===== src/rtl/priority_encoder_active_low_irq.sv =====
// Active-low request lines -> synchronised, falling-edge captured pending set,
// presented one index at a time (lowest index first) over a valid/ack handshake.
module priority_encoder_active_low_irq #(
    parameter int N           = 8,
    parameter int W           = 3,
    parameter int SYNC_STAGES = 2
) (
    input  logic         clk,
    input  logic         rst_n,
    input  logic         enable,
    input  logic [0:N-1] req_n,
    input  logic         ack,
    output logic [W-1:0] code,
    output logic         valid,
    output logic [0:N-1] pending,
    output logic         overrun
);

    typedef enum logic {IDLE, PRESENT} state_t;

    state_t       state_q, state_d;
    logic [0:N-1] sync_q [SYNC_STAGES];
    logic [0:N-1] sync_d [SYNC_STAGES];
    logic [0:N-1] prev_q, prev_d;
    logic [0:N-1] pending_q, pending_d;
    logic [W-1:0] code_q, code_d;
    logic         overrun_q, overrun_d;
    logic [0:N-1] s_last;
    logic [0:N-1] rise;
    logic [0:N-1] clr_mask;

    always_comb begin
        sync_d[0] = req_n;
        for (int s = 1; s < SYNC_STAGES; s++) begin
            sync_d[s] = sync_q[s-1];
        end
    end

    assign s_last = sync_q[SYNC_STAGES-1];
    assign prev_d = s_last;
    // Edge detector keeps tracking while disabled, so edges seen then are lost for good.
    assign rise   = prev_q & ~s_last & {N{enable}};

    // Set wins over a same-cycle clear; only a rise onto a bit that stays set is an overrun.
    always_comb begin
        pending_d = (pending_q & ~clr_mask) | rise;
        overrun_d = overrun_q | (|(rise & pending_q & ~clr_mask));
    end

    always_ff @(posedge clk or negedge rst_n) begin
        if (!rst_n) begin
            for (int s = 0; s < SYNC_STAGES; s++) begin
                sync_q[s] <= '1;
            end
            prev_q    <= '1;
            pending_q <= '0;
            overrun_q <= 1'b0;
            code_q    <= '0;
            state_q   <= IDLE;
        end else begin
            for (int s = 0; s < SYNC_STAGES; s++) begin
                sync_q[s] <= sync_d[s];
            end
            prev_q    <= prev_d;
            pending_q <= pending_d;
            overrun_q <= overrun_d;
            code_q    <= code_d;
            state_q   <= state_d;
        end
    end

    always_comb begin
        state_d = state_q;
        case (state_q)
            IDLE:    if (|pending_q) state_d = PRESENT;
            PRESENT: if (ack)        state_d = IDLE;
            default:                 state_d = IDLE;
        endcase
    end

    // Code is only (re)loaded at an IDLE decision, so it is frozen while presented.
    always_comb begin
        code_d   = code_q;
        clr_mask = '0;
        if (state_q == IDLE) begin
            for (int i = N - 1; i >= 0; i--) begin
                if (pending_q[i]) code_d = W'(i);
            end
        end else if (ack) begin
            clr_mask[code_q] = 1'b1;
        end
    end

    assign code    = code_q;
    assign valid   = (state_q == PRESENT);
    assign pending = pending_q;
    assign overrun = overrun_q;

endmodule


===== config.mk =====
export PLATFORM = sky130hd
export DESIGN_NAME = priority_encoder_active_low_irq
export DESIGN_NICKNAME = d
export VERILOG_FILES = /design/src/rtl/priority_encoder_active_low_irq.sv
export SDC_FILE = /design/constraint.sdc
export NUM_CORES = 1
export LEC_CHECK = 0
export ABC_CLOCK_PERIOD_IN_PS = 1550
export BUFFER_PORTS_ARGS = -buffer_cell sky130_fd_sc_hd__buf_2
export CAP_MARGIN = 5
export CORE_ASPECT_RATIO = 2
export CORE_MARGIN = 3
export CORE_UTILIZATION = 31
export CTS_CLUSTER_SIZE = 25
export DETAILED_ROUTE_END_ITERATION = 7
export GPL_TIMING_DRIVEN = 0
export SLEW_MARGIN = 30
export SYNTH_ARGS = -nofsm -noshare
export SYNTH_HDL_FRONTEND = slang
export SYNTH_SLANG_ARGS = --single-unit

===== constraint.sdc =====
create_clock -name clk -period 1.55 [get_ports clk]
set_clock_uncertainty 0.05 [all_clocks]
set_input_delay 0.0775 -clock clk [delete_from_list [all_inputs] [get_ports clk]]
set_output_delay 0.0775 -clock clk [all_outputs]
set_load 0.05 [all_outputs]

### After elaboration in Yosys (flattened, before gate mapping)

Cells that the tools add are included.

* output and inout port bits: 13
* register bits after elaboration: 37
* word-level logic and storage cells: 40
* bits of input ports: 12

* order comparisons: 2
* bitwise gates (word level): 11
* reductions and logical operators: 5
* muxes and demuxes: 15

Operator list (count)
* bitwise AND 8 bit: 5
* two-way mux 3 bit: 8
* two-way mux 8 bit: 2
* inverter 8 bit: 2
* OR reduction 8 bit: 2
* OR 8 bit: 1
* nonzero test 8 bit: 1
* >= comparator 4 bit, second input constant: 1
* < comparator 4 x 1 -> 1 bit, second input constant: 1
* inverter 3 -> 4 bit: 1
* demux 1 bit (select 3 bit): 1
* two-way mux 1 bit: 3
* case mux 1 bit (2 select lines): 1
* AND reduction 2 bit: 1
* logical AND 1 bit: 1
* inverter 1 bit: 1
* OR 1 bit: 1

### Depth between registers and ports, before layout

Gate-level depths: netlist (run 1).

* word-level depth: 11
* gate-level depth with buffers: 7
* mapped depth without buffers: 6

### Least setup slack after synthesis (run 1)

Ideal clock, no wire load.

* path type: register to register
* start point: register state_q (netlist: valid)
* end point: register overrun_q (netlist: overrun)
* data required time: 1.374 ns
* stages on the path, launching flop included: 7
* period minus slack after synthesis: 1.809 ns
* library setup time: 0.126 ns
* data arrival time: 1.633 ns
* slack: -0.259 ns
* cells stage by stage: dfrtp_1 nand2b_1 o31ai_2 o32a_1 o221ai_1 o41ai_2 nand2b_1

* longest elaborated chain between the ends: 5

Ends and longest elaborated chain
* start: declaration: line 21 `state_t state_q, state_d;`
* start signal: assignment: line 68 `state_q <= state_d;`
* two-way mux 8 bit: line 85 `if (state_q == IDLE) begin`
* inverter 8 bit: line 47 `overrun_d = overrun_q | (|(rise & pending_q & ~clr_mask));`
* bitwise AND 8 bit: line 47
* OR reduction 8 bit: line 47
* OR 1 bit: line 47
* net overrun_d: line 27 `logic overrun_q, overrun_d;`
* end signal: assignment: line 66 `overrun_q <= overrun_d;`
* end: declaration: line 27

The timed path passes the listed nets, and every way through them passes these cells.
A chain may end at the register's enable or synchronous reset.

### Worst setup path in the final report (run 1)

* start point: register code_q[0] (netlist: code[0])
* end point: register overrun_q (netlist: overrun)

* longest elaborated chain between the ends: 11

Ends and longest elaborated chain
* start: declaration: line 26 `logic [W-1:0] code_q, code_d;`
* start signal: assignment: line 67 `code_q <= code_d;`
* inverter 3 -> 4 bit (implied by the code) (*): line 90 `clr_mask[code_q] = 1'b1;`
* >= comparator 4 bit (implied by the code) or < comparator 4 x 1 -> 1 bit (tied branches): line 90
* logical AND 1 bit (implied by the code): line 90
* two-way mux 1 bit (implied by the code): line 90
* demux 1 bit (select 3 bit) (*): line 90
* two-way mux 8 bit (*): line 89 `end else if (ack) begin`
* two-way mux 8 bit (*): line 85
* inverter 8 bit (*): line 47
* bitwise AND 8 bit (*): line 47
* OR reduction 8 bit (*): line 47
* OR 1 bit (*): line 47
* net overrun_d: line 27

The timed path passes the listed nets; every way through them passes the cells marked *.

==> results of run 1 <==
## stage by stage
step | area, sq um | util, % | hold slack (ns)
CTS | 1780 | 43.0 | 0.0676
floorplan | 1370 | - | -0.268
detailed placement | 1550 | 37.5 | 0.134
global placement | 1550 | 37.5 | 0.131
finish | 1800 | 43.6 | 0.0806
global route | 1800 | 43.6 | 0.0863
## kinds of logic (layout without fill, tap and decap cells)
| kind of cell | after synthesis | in the layout | share of synthesized area [%] |
|---|---|---|---|
| DFF | 37 | 37 | 71.5 |
| and+or+nand+nor | 27 | 27 | 11.0 |
| AOI/OAI and AO/OA | 24 | 24 | 13.4 |
| buffers and inverters | 9 | 51 | 3.27 |
| muxes | 1 | 1 | 0.842 |
## cell type report
class	count	area, sq um	area share [%]
buffer	1	15.0	0.834
inverter	8	30.0	1.67
tap	52	65.1	3.62
multi-input combinational	52	408	22.7
sequential	37	971	54.0
timing repair buffer	34	220	12.2
clock buffer	8	90.1	5.01
## what timing repair did
action	CTS	global route
setup endpoints to repair	1	4
hold endpoints to repair	22	0
hold buffers	10	0
resized for setup	6	6
pin swaps	1	0
## synthesized netlist by cell type, types with 2 or more instances
library cell  number  share of area, %
dfstp_2           24                47
dfrtp_1           13                24
inv_1              8               2.2
nand2b_1           7               3.3
o21ai_0            7               2.6
nand2_1            5               1.4
o31ai_1            5               2.8
nor2_1             4               1.1
a21oi_1            2              0.75
nand3_1            2              0.75
nor3_1             2              0.75
nor4_1             2              0.94
## power by group through the flow
stage                     Combinational [mW]  Sequential, mW  Clock (mW)
after global routing                    1.22            1.42       0.741
final                                   1.14            1.39       0.660
after detailed placement                1.04            1.38           0
after floorplan                        0.361            1.77           0
after CTS                               1.13            1.37       0.702
after global placement                  1.03            1.36           0
## tightest hold or removal path, cell delays in order
cell    delay, ns
buf_2        0.13
inv_1        0.06
a21o_2       0.11
## metal layers
| metal | global-route usage [%] | up-vias |
|---|---|---|
| met1 | 11.8 | 433 |
| met3 | 3.63 | 9 |
| li1 | - | 427 |
| met5 | 0 | - |
| met4 | 7.68 | 0 |
| met2 | 17.7 | 29 |
## worst max-delay path by stage
stage,from,to,slack (ns),cells past startpoint
floorplan,code[2]$_DFFE_PN0P_,overrun$_DFF_PN0_,-0.09,6
global placement,code[0]$_DFFE_PN0P_,overrun$_DFF_PN0_,-0.13,5
detailed placement,code[0]$_DFFE_PN0P_,overrun$_DFF_PN0_,-0.17,5
CTS,code[0]$_DFFE_PN0P_,overrun$_DFF_PN0_,-0.05,6
global route,valid$_DFF_PN0_,overrun$_DFF_PN0_,-0.16,5
finish,code[0]$_DFFE_PN0P_,overrun$_DFF_PN0_,-0.04,6
## flip-flops by register name, summed over array words and instances (netlist names)
| signal | count |
|---|---|
| pending | 8 |
| sync_d | 8 |
| overrun | 1 |
| prev_q | 8 |
| valid | 1 |
| code | 3 |
| prev_d | 8 |
## layout by cell type (no fill, tap or decap), types with 2 or more instances in the layout
cell type,n
a21oi_1,2
buf_2,24
clkbuf_1,2
clkbuf_8,6
dfrtp_1,3
dfrtp_2,9
dfstp_2,24
dlygate4sd3_1,10
inv_1,8
nand2_1,5
nand2b_1,5
nand2b_4,2
nand3_1,2
nor2_1,4
nor3_1,2
nor4_2,2
o21ai_0,5
o21ai_1,2
o31ai_1,2
o31ai_2,2
o31ai_4,2
==> flow_metrics.py, run 1 <==
metrics = {
    "critical_path": {
        "path_class": "register to register",
        "critical_path.cell_chain": "nand2b_4 -> o31ai_4 -> o32a_1 -> o221ai_2 -> o41ai_2 -> nand2b_1",
        "cp-end-kind": "register",
        "r2r_setup_slack_ns": -0.04,
        "cp_max_fo": 5,
        "max_stage_delay_ns": 0.43,
        "cp_top_family": "compound AO/OA/AOI/OAI gates",
        "critPathBufInv": 0,
        "slowest_stage": "dfrtp_2",
        "start_kind": "register",
        "required_ns": 1.67,
        "cp.arrival_ns": 1.70,
        "r2r_cells": 6,
        "rr_endpoint": "overrun$_DFF_PN0_",
        "rr_startpoint": "code[0]$_DFFE_PN0P_",
    },
    "die": {
        "fp.dieArea_sq_um": 5190,
        "coreArea_sq_um": 4130,
        "num_io_pins": 25,
        "initial_core_util_pct": 32.4,
        "fp.dieW_um": 52.4,
        "rows": 33,
        "dieHeight_um": 98.9,
    },
    "hold_path": {
        "worstHoldPathType": "input pin to register",
        "min_to": "valid$_DFF_PN0_",
        "whs_path_depth": 3,
        "min_from": "ack",
    },
    "clocking": {
        "cts.sinks": 37,
        "htreeDepth": 2,
        "clk_latency_ns": 0.28,
        "clk_pin_slew_worst_paths_ns": 0.07,
        "clock_path_buffers": 2,
        "ctsRootBufferMaster": "clkbuf_8",
        "tritoncts": "built",
        "postCtsSetupBuffers": 0,
        "cts_buffers": 5,
    },
    "pwr": {
        "p_clk_share_pct": 20.7,
        "pwr-share-seq_pct": 43.6,
        "ir_drop_mv": 1.06,
        "internal_power_mw": 1.90,
        "powerDensity_nw_per_um2": 1770,
        "finalPower_mw": 3.19,
        "combPwrFrac_pct": 35.7,
        "netSwitchingPower_mw": 1.29,
        "p_leak_nw": 0.720,
        "swShare_pct": 40.4,
    },
    "outcome": {
        "violations": "negative setup slack",
        "outcome": "finished with violations",
    },
    "placement": {
        "dp.cells": 174,
        "routabilityCongestion": 0.772,
        "numPortBuffers": 24,
        "place_ws_ns": -0.172,
        "place_hpwl_um": 1760,
    },
    "drt": {
        "wl_met2_um": 1370,
        "drt-initial-drc-count": 9,
        "drc": 0,
        "met1Wirelength_um": 909,
        "route.met3.wl_um": 113,
        "wire_per_inst_um": 12.9,
        "viasPerCell": 4.68,
        "firstDrtPassIters": 3,
        "drt_wl_total_um": 2480,
        "postRouteAntennaNets": 0,
        "num_vias": 898,
        "highest_layer": "met4",
    },
    "logic_synthesis": {
        "syn_inst": 98,
        "ys_seq_elements": 37,
        "syn_area_per_cell_sq_um": 13.6,
        "synth.distinct_cells": 29,
        "async_flop_share_pct": 100,
        "synthesis.area_sq_um": 1340,
        "ys.flop_type": "dfstp_2",
        "synth_nets": 110,
        "ys_warn_count": 0,
        "synth_edf_count": 0,
        "ys_seq_area_share_pct": 71.5,
    },
    "global_route": {
        "grt_util_all_layers_pct": 11.1,
        "grt_max_degree": 38,
        "grt_antenna_before_repair": 0,
        "grt_pass1_vias": 956,
        "grt_overflow_total": 0,
        "grt_pass1_wl_um": 4230,
    },
    "finish": {
        "finalNetCount": 151,
        "syn2layout_area_growth_pct": 34.5,
        "fin_cells": 192,
        "drive_gt1_share_pct": 55.7,
        "fillers": 398,
        "diodes": 0,
    },
    "sta": {
        "period_share_pct": 102,
        "timing.final.max_slew_violations": 0,
        "min_period_ns": 1.59,
        "slew_headroom_pct": 47.2,
        "clock.fmax_mhz": 631,
        "setup_tns_ns": -0.0355,
        "worstMarginPinSlew_ns": 0.792,
        "setup_ws_ns": -0.0355,
        "setup-violations-final": 1,
        "rsz0062_at_grt": "yes",
        "timing_hold_violations_final": 0,
    },
    "job": {
        "cap_violations": 0,
    },
}
Power figures use the tool's default switching activity.
==> run 2, diff against run 1 <==
ABC_CLOCK_PERIOD_IN_PS = 1800   (was 1550)
clock period = 1.8 ns   (was 1.55 ns; I/O delays follow)
==> run 2 against run 1 <==
Effect of this change: the run now ends clean; core utilization decreased by 0.88 points; combinational power decreased by 20%; clock-buffer cell count is 2 lower; fmax is 6.1% lower; critical path depth did not move; sequential power fell by 17%; sequential share of layout area grew 0.40 points.
==> flow_metrics.py, run 2 (synthesized netlist as in run 1, its figures left out) <==
metrics = {
    "job": {
        "cap_violations": 0,
    },
    "placement": {
        "place_hpwl_um": 1690,
        "numPortBuffers": 24,
        "routabilityCongestion": 0.785,
    },
    "critical_path": {
        "r2r_cells": 6,
        "rr_startpoint": "code[0]$_DFFE_PN0P_",
        "slowest_stage": "dfrtp_1",
        "max_stage_delay_ns": 0.42,
        "cp-end-kind": "register",
        "cp_max_fo": 5,
        "crit_start": "code[0]$_DFFE_PN0P_",
        "critical_path.cell_chain": "nand2b_1 -> o31ai_2 -> o32a_1 -> o221ai_2 -> o41ai_2 -> nand2b_1",
        "cp.arrival_ns": 1.81,
        "path_class": "register to register",
        "required_ns": 1.92,
        "critPathMostFrequentCell": "nand2b_1",
        "start_kind": "register",
    },
    "sta": {
        "min_period_ns": 1.69,
        "rsz0062_at_grt": "no",
        "period_share_pct": 93.8,
        "clock.fmax_mhz": 592,
        "slew_headroom_pct": 48.1,
        "worstMarginPinSlew_ns": 0.779,
        "setup-violations-final": 0,
        "timing.final.max_slew_violations": 0,
        "setup_tns_ns": 0,
        "timing_hold_violations_final": 0,
    },
    "drt": {
        "postRouteAntennaNets": 0,
        "wire_per_inst_um": 12.3,
        "viasPerCell": 4.68,
        "drt-initial-drc-count": 20,
        "num_vias": 893,
        "drt_wl_total_um": 2360,
        "drc": 0,
        "firstDrtPassIters": 4,
    },
    "finish": {
        "fin_util_pct": 42.7,
        "diodes": 0,
        "finalNetCount": 150,
        "layout_common_cells": "buf_2, dfstp_2, dfrtp_1",
        "syn2layout_area_growth_pct": 31.8,
        "drive_gt1_share_pct": 47.5,
    },
    "global_route": {
        "grt_antenna_before_repair": 0,
        "grt_max_degree": 38,
        "grt_overflow_total": 0,
        "grt_pass1_vias": 911,
        "grt_pass1_wl_um": 3840,
        "grt_util_all_layers_pct": 10.3,
    },
    "clocking": {
        "tritoncts": "built",
        "ctsRootBufferMaster": "clkbuf_8",
        "clk_pin_slew_worst_paths_ns": 0.07,
        "htreeDepth": 2,
        "clock_path_buffers": 2,
        "cts_buffers": 5,
        "cts.sinks": 37,
        "clk_latency_ns": 0.29,
    },
    "outcome": {
        "outcome": "finished, final reports clean",
    },
    "pwr": {
        "p_leak_nw": 0.731,
        "ir_drop_mv": 0.840,
        "powerDensity_nw_per_um2": 1610,
        "finalPower_mw": 2.84,
    },
    "die": {
        "coreArea_sq_um": 4130,
        "num_io_pins": 25,
        "fp.dieArea_sq_um": 5190,
        "initial_core_util_pct": 32.4,
        "dieHeight_um": 98.9,
        "fp.dieW_um": 52.4,
        "rows": 33,
    },
    "hold_path": {
        "min_from": "enable",
        "whs_path_depth": 3,
        "worstHoldPathType": "input pin to register",
    },
}
run 2: changes by cell type in the layout (fill, tap and decap cells not counted), moves of 2 or more:
cell and change:
nor4_1 +2, o31ai_1 +2, dfrtp_2 -7, nor4_2 -2, o31ai_4 -2, dfrtp_1 +8
clkbuf_1 -2
run 2: worst paths after layout:
path                                             to  slack [ns]
min in group asynchronous         overrun$_DFF_PN0_        0.36
worst min-delay path              overrun$_DFF_PN0_        0.02
worst min register to register  prev_d[6]$_DFF_PN1_        0.31
worst max-delay path              overrun$_DFF_PN0_        0.11
max in group asynchronous       code[1]$_DFFE_PN0P_        0.80
worst max register to register    overrun$_DFF_PN0_        0.11
run 2: what timing repair did:
| action | 4_1_cts | 5_1_grt |
|---|---|---|
| hold endpoints to repair | 21 | 0 |
| setup endpoints to repair | 0 | 1 |
| setup buffers | 0 | 0 |
| resized for setup | 0 | 5 |
| hold buffers | 9 | 0 |
run 2: metrics by stage:
stage,cell area [sq um],hold WS (ns),instances,setup WS [ns]
after floorplan,1340,-0.256,98,0.00577
after global placement,1520,0.136,174,0.110
after detailed placement,1520,0.146,174,0.104
after CTS,1740,0.0117,191,0.0805
after global routing,1760,0.0211,191,0.00850
final,1760,0.0162,191,0.112
run 2: where the power goes:
group / switching, mW / internal, mW / leakage (nW)
combinational: 0.636 / 0.278 / 0.277
clock: 0.284 / 0.494 / 0.0663
sequential: 0.160 / 0.990 / 0.387
total: 1.08 / 1.76 / 0.731
run 2: layer usage:
layer	wire, um	vias to the layer above	GRT usage [%]
met3	153	10	4.54
met4	106	0	6.30
met2	1260	31	17.0
met5	0	-	0
li1	-	420	-
met1	833	432	9.98
run 2: cell type report:
cell class / instances / area [sq um]
Fill cell: 410 / 2370
Tap cell: 52 / 65.1
Clock buffer: 6 / 93.8
Multi-Input combinational cell: 52 / 357
Buffer: 1 / 13.8
Clock inverter: 2 / 35.0
Sequential cell: 37 / 958
Inverter: 8 / 30.0
Timing Repair Buffer: 33 / 210
run 2: worst max-delay path, delay by kind of cell, from the launching register on:
kind	cells	cell delay (ns)
flip-flops	1	0.42
AO/OA/AOI/OAI	4	0.82
AND/OR/NAND/NOR	2	0.29
